===== src/rtl/zube_pkg.sv =====
// Shared constants for the zube mailbox: status byte layout, reset value, level helper.
package zube_pkg;
  localparam int ST_RXA     = 0;
  localparam int ST_TXS     = 1;
  localparam int ST_OVF     = 2;
  localparam int ST_UNF     = 3;
  localparam int ST_LVL_LSB = 4;

  localparam logic [7:0] ST_RESET = 8'h02;

  // Occupancy squeezed into the 4-bit status nibble.
  function automatic logic [3:0] sat_lvl(input int c);
    return (c >= 15) ? 4'hF : 4'(c);
  endfunction
endpackage


===== src/rtl/zube_sync_fifo.sv =====
// Synchronous FIFO with wrap-bit pointers and a registered count. Exposes the
// next-cycle head and count so the owner can register its outputs directly.
module zube_sync_fifo #(
  parameter int DEPTH = 4,
  parameter int WIDTH = 8,
  localparam int AW = $clog2(DEPTH),
  localparam int CW = AW + 1
) (
  input  logic             clk,
  input  logic             reset,
  input  logic             push_i,
  input  logic             pop_i,
  input  logic [WIDTH-1:0] wdata_i,
  output logic             full_o,
  output logic             empty_o,
  output logic [WIDTH-1:0] nxt_head_o,
  output logic [CW-1:0]    nxt_count_o
);
  logic [WIDTH-1:0] mem [DEPTH];
  logic [AW:0]      wr_q, wr_d, rd_q, rd_d;
  logic [CW-1:0]    cnt_q, cnt_d;
  logic             do_push, do_pop;

  assign empty_o = (wr_q == rd_q);
  assign full_o  = (wr_q[AW-1:0] == rd_q[AW-1:0]) && (wr_q[AW] != rd_q[AW]);

  assign do_pop  = pop_i && !empty_o;
  assign do_push = push_i && (!full_o || do_pop);

  always_comb begin
    wr_d  = wr_q + (AW+1)'(do_push);
    rd_d  = rd_q + (AW+1)'(do_pop);
    cnt_d = cnt_q + CW'(do_push) - CW'(do_pop);
    // Bypass the write when it lands on the slot that becomes the head.
    if (do_push && (wr_q[AW-1:0] == rd_d[AW-1:0])) nxt_head_o = wdata_i;
    else                                           nxt_head_o = mem[rd_d[AW-1:0]];
  end

  assign nxt_count_o = cnt_d;

  always_ff @(posedge clk or posedge reset) begin
    if (reset) begin
      wr_q  <= '0;
      rd_q  <= '0;
      cnt_q <= '0;
    end else begin
      wr_q  <= wr_d;
      rd_q  <= rd_d;
      cnt_q <= cnt_d;
    end
  end

  always_ff @(posedge clk) begin
    if (do_push) mem[wr_q[AW-1:0]] <= wdata_i;
  end
endmodule


===== src/rtl/zube_mailbox_fifo.sv =====
// zube mailbox buffering: RX (Z80->SoC) and TX (SoC->Z80) FIFOs, sticky flags, status byte.
// Define ZUBE_MAILBOX_LEVEL_EN to report TX occupancy in z80_status[7:4].
module zube_mailbox_fifo
  import zube_pkg::*;
#(
  parameter int DEPTH = 4,
  parameter int WIDTH = 8
) (
  input  logic             clk,
  input  logic             reset,
  input  logic             z80_wr_valid,
  input  logic [WIDTH-1:0] z80_wr_data,
  input  logic             z80_rd_ack,
  input  logic             z80_flag_clr,
  output logic [WIDTH-1:0] z80_rd_data,
  output logic [7:0]       z80_status,
  output logic             soc_rx_valid,
  output logic [WIDTH-1:0] soc_rx_data,
  input  logic             soc_rx_ready,
  input  logic             soc_tx_valid,
  input  logic [WIDTH-1:0] soc_tx_data,
  output logic             soc_tx_ready
);
  localparam int CW = $clog2(DEPTH) + 1;

  logic             rx_full, rx_empty, tx_full, tx_empty;
  logic [WIDTH-1:0] rx_head_nxt, tx_head_nxt;
  logic [CW-1:0]    rx_cnt_nxt, tx_cnt_nxt;
  logic             rx_pop, tx_push, tx_pop, ovf_set, unf_set;

  logic             rx_valid_q, rx_valid_d;
  logic [WIDTH-1:0] rx_data_q, rx_data_d, tx_data_q, tx_data_d;
  logic [7:0]       status_q, status_d;

  assign rx_pop       = !rx_empty && soc_rx_ready;
  assign tx_pop       = z80_rd_ack && !tx_empty;
  assign soc_tx_ready = !tx_full || tx_pop;
  assign tx_push      = soc_tx_valid && soc_tx_ready;
  assign ovf_set      = z80_wr_valid && rx_full && !rx_pop;
  assign unf_set      = z80_rd_ack && tx_empty;

  zube_sync_fifo #(.DEPTH(DEPTH), .WIDTH(WIDTH)) u_rx (
    .clk(clk), .reset(reset),
    .push_i(z80_wr_valid), .pop_i(rx_pop), .wdata_i(z80_wr_data),
    .full_o(rx_full), .empty_o(rx_empty),
    .nxt_head_o(rx_head_nxt), .nxt_count_o(rx_cnt_nxt)
  );

  zube_sync_fifo #(.DEPTH(DEPTH), .WIDTH(WIDTH)) u_tx (
    .clk(clk), .reset(reset),
    .push_i(tx_push), .pop_i(z80_rd_ack), .wdata_i(soc_tx_data),
    .full_o(tx_full), .empty_o(tx_empty),
    .nxt_head_o(tx_head_nxt), .nxt_count_o(tx_cnt_nxt)
  );

  always_comb begin
    rx_valid_d = (rx_cnt_nxt != '0);
    rx_data_d  = rx_valid_d ? rx_head_nxt : '0;
    tx_data_d  = (tx_cnt_nxt != '0) ? tx_head_nxt : '0;

    status_d             = '0;
    status_d[ST_RXA]     = (tx_cnt_nxt != '0);
    status_d[ST_TXS]     = (rx_cnt_nxt != CW'(DEPTH));
    // Set beats a coincident clear.
    status_d[ST_OVF]     = ovf_set || (status_q[ST_OVF] && !z80_flag_clr);
    status_d[ST_UNF]     = unf_set || (status_q[ST_UNF] && !z80_flag_clr);
`ifdef ZUBE_MAILBOX_LEVEL_EN
    status_d[ST_LVL_LSB +: 4] = sat_lvl(int'(tx_cnt_nxt));
`else
    status_d[ST_LVL_LSB +: 4] = 4'h0;
`endif
  end

  always_ff @(posedge clk or posedge reset) begin
    if (reset) begin
      rx_valid_q <= 1'b0;
      rx_data_q  <= '0;
      tx_data_q  <= '0;
      status_q   <= ST_RESET;
    end else begin
      rx_valid_q <= rx_valid_d;
      rx_data_q  <= rx_data_d;
      tx_data_q  <= tx_data_d;
      status_q   <= status_d;
    end
  end

  assign soc_rx_valid = rx_valid_q;
  assign soc_rx_data  = rx_data_q;
  assign z80_rd_data  = tx_data_q;
  assign z80_status   = status_q;
endmodule


===== config.mk =====
export PLATFORM = sky130hd
export DESIGN_NAME = zube_mailbox_fifo
export DESIGN_NICKNAME = d
export VERILOG_FILES = /design/src/rtl/zube_pkg.sv /design/src/rtl/zube_sync_fifo.sv /design/src/rtl/zube_mailbox_fifo.sv
export SDC_FILE = /design/constraint.sdc
export NUM_CORES = 1
export LEC_CHECK = 0
export CORE_ASPECT_RATIO = 2
export CORE_MARGIN = 2
export CORE_UTILIZATION = 47
export DETAILED_ROUTE_END_ITERATION = 8
export PLACE_DENSITY = 0.66
export SLEW_MARGIN = 15
export SYNTH_ARGS = -nofsm -noshare
export SYNTH_HDL_FRONTEND = slang
export SYNTH_SLANG_ARGS = --single-unit

===== constraint.sdc =====
create_clock -name clk -period 9.1 [get_ports clk]
set_clock_uncertainty 0.1 [all_clocks]
set_input_delay 1.82 -clock clk [delete_from_list [all_inputs] [get_ports clk]]
set_output_delay 1.82 -clock clk [all_outputs]
set_load 0.05 [all_outputs]

==> reports/summary.txt <==
P&R area growth vs syn -> 18.3%
worst rel slew slack -> 28.7%
Post-Route WL -> 8050 um
Initial Util -> 48.1%
Seq cells post-synth -> 103
Yosys top cell by area -> edfxtp_1
Final Slew Violations -> 0
CP Launch Type -> input port
Worst Path Required -> 9.22 ns
Setup CP Type -> input port to flop
CTS tree -> built
commonest cells after routing, fill and taps aside -> edfxtp_1, clkdlybuf4s50_1, dfrtp_1
Worst Hold Class -> flop to flop
simple-gate share of the synthesized area -> 4.62%
fin area -> 5060 sq um
cells along the critical path -> clkdlybuf4s50_1, o41ai_2, inv_1, ha_1, fa_1, xor3_1, inv_1, or3_1, a21boi_0
Post-Syn Area -> 4280 sq um
Iter 0 DRT Violations -> 102
port bufs -> 44
YS warnings -> 0
drt first pass iters -> 4
DRC viols -> 0
Worst Reg-to-Reg Cells -> 9
crit-path max cell delay -> 0.94 ns
syn avg cell area -> 16.3 sq um
TritonCTS buffer count -> 9
via count -> 2260
Setup crit end -> soc_rx_data[6]
Max Cap Viol -> 0
Max Root-Sink Buffers -> 2
top-area cell type share of the netlist area -> 45.0%
vias in the first global route -> 2513
Mapped Cells -> 262
R2R Path End -> soc_rx_data[6]
Core Area -> 8890 sq um
multiplexer area fraction after synthesis -> 8.43%
sequential cell area -> 2900 sq um
root buf cell -> clkbuf_16
Core Util, Final -> 56.9%
clk_lat worst skew -> 0.35 ns
critical-path maximum fanout -> 12
die height -> 139 um
n_diodes -> 0
Sink Count -> 103
H-tree levels -> 3
Setup crit end kind -> flop
Hold Vio Cnt, Final -> 0
sequential fraction of the synthesis area -> 67.8%
die area -> 9920 sq um
Final Cycle Share -> 58.3%
DR WL/cell -> 19.5 um
library cells used by synthesis -> 34
worst flop-to-flop path startpoint -> u_rx.wr_q[1]
largest family of logic cells by synthesized area -> multiplexers
commonest non-fill, non-tap cell in the layout -> edfxtp_1
cell repeated most along the worst path -> inv_1
Final #Nets -> 342
dominant cells by area after synthesis -> edfxtp_1, dfrtp_1, mux4_2
worst setup slack after layout -> 3.79 ns
cell area after placement -> 4770 sq um
unrepaired setup endpoints after global routing -> false
CP Launch Point -> soc_rx_ready
status -> finished, final reports clean
Core Rows -> 49
total grt overflow -> 0
Worst-Margin Slew -> 1.06 ns
largest net degree at the start of global routing -> 40
Post-CTS Setup Inserts -> 0
Setup-failing EPs final -> 0
Synth Area in Compound Gates -> 6.06%
GRT Util Overall -> 17.9%
Routed Antenna Nets -> 0
layout cells sized above 1 -> 12.6%
Setup TNS -> 0 ns
post-CTS sizing -> 0
cts hold-fix bufs -> 0
Synth Area in XOR/XNOR -> 4.57%
fmax -> 0.188 GHz
adder-cell area share of the yosys netlist -> 4.45%
Vias per Instance -> 5.49
crit path DAT -> 5.43 ns
Post-DP HPWL -> 5780 um
dpl ws -> 3.39 ns
CTS clk-pin slew, worst paths -> 0.07 ns
# IOs -> 49
Placer Congestion -> 0.794
initial antenna violation count -> 0
Die W -> 71.4 um
Layout fillers -> 709
Tmin final -> 5.31 ns
multi-input combinational cell area -> 1230 sq um
first-pass GRT wire length -> 12900 um
r2r setup slk -> 5.08 ns
CP max stage cell -> o41ai_2
[kinds of logic after synthesis]
family / after synthesis
multiplexers: 16
flip-flops: 103
AO/OA/AOI/OAI: 37
XOR/XNOR: 19
adder cells (fa/ha/maj): 14
buffers and inverters: 33
AND/OR/NAND/NOR: 39
other: 1
[per-layer routing]
layer  part of all wire, %  global-route usage (%)  vias up
met2                    58                    33.0       64
met5                     0                       0        -
li1                      -                       -     1042
met3                   4.0                    2.54       18
met4                   3.5                    11.7        0
met1                    35                    17.8     1136
[per-stage QoR]
step	instances	hold slack (ns)
2_1_floorplan	265	0.359
3_3_place_gp	396	0.373
3_5_place_dp	396	0.375
4_1_cts	412	0.387
5_1_grt	412	0.403
6_report	412	0.382
[synthesized netlist by cell type]
library cell	n
o21ai_1	1
a21boi_1	8
nand2_1	4
or3_1	3
xor3_1	1
clkbuf_1	1
and2_1	2
xnor2_1	8
buf_1	2
fa_1	2
o21ai_0	15
a21boi_0	9
xor2_1	9
mux4_2	16
buf_6	2
and3_1	2
inv_1	15
buf_2	4
dfrtp_1	38
nor3_1	3
nor2_1	6
ha_1	12
clkbuf_2	3
xnor3_1	1
edfxtp_1	64
nand4_1	1
a22o_1	1
nor3b_1	2
conb_1	1
o41ai_2	2
a32o_1	1
dfstp_2	1
buf_4	6
nand3_1	16
[cell type report]
type                    instances  area share, %
repair buffers                 47           9.16
flip-flops and latches        103           57.3
well taps                     102           2.52
clock buffers                  10           4.73
multi-input cells             129           24.3
inverters                      15           1.11
clock inverters                 6          0.866
[worst max-delay path, delay by kind of cell]
kind / cells / cell delay (ns)
compound gates: 2 / 1.13
buf+inv: 3 / 0.99
fa+ha+maj: 2 / 0.72
simple gates: 1 / 0.45
xor+xnor: 1 / 0.30
[flip-flops by register name, summed over array words and instances (netlist names), 4 cells and up]
register,count
z80_rd_data,8
u_tx.mem,32
u_rx.mem,32
soc_rx_data,8
z80_status,4
[worst min-delay path by stage]
stage / startpoint / to / cells past startpoint
3_5_place_dp: u_rx.wr_q[2] / u_rx.wr_q[2] / 1
2_1_floorplan: u_rx.wr_q[2] / u_rx.wr_q[2] / 1
3_3_place_gp: u_rx.rd_q[2] / u_rx.rd_q[2] / 1
4_1_cts: u_rx.wr_q[2] / u_rx.wr_q[2] / 1
5_1_grt: u_rx.wr_q[2] / u_rx.wr_q[2] / 1
6_report: u_rx.wr_q[2] / u_rx.wr_q[2] / 1
Power is not shown: default switching activity piles up to over one toggle a cycle in this logic, so the estimate is an artifact.
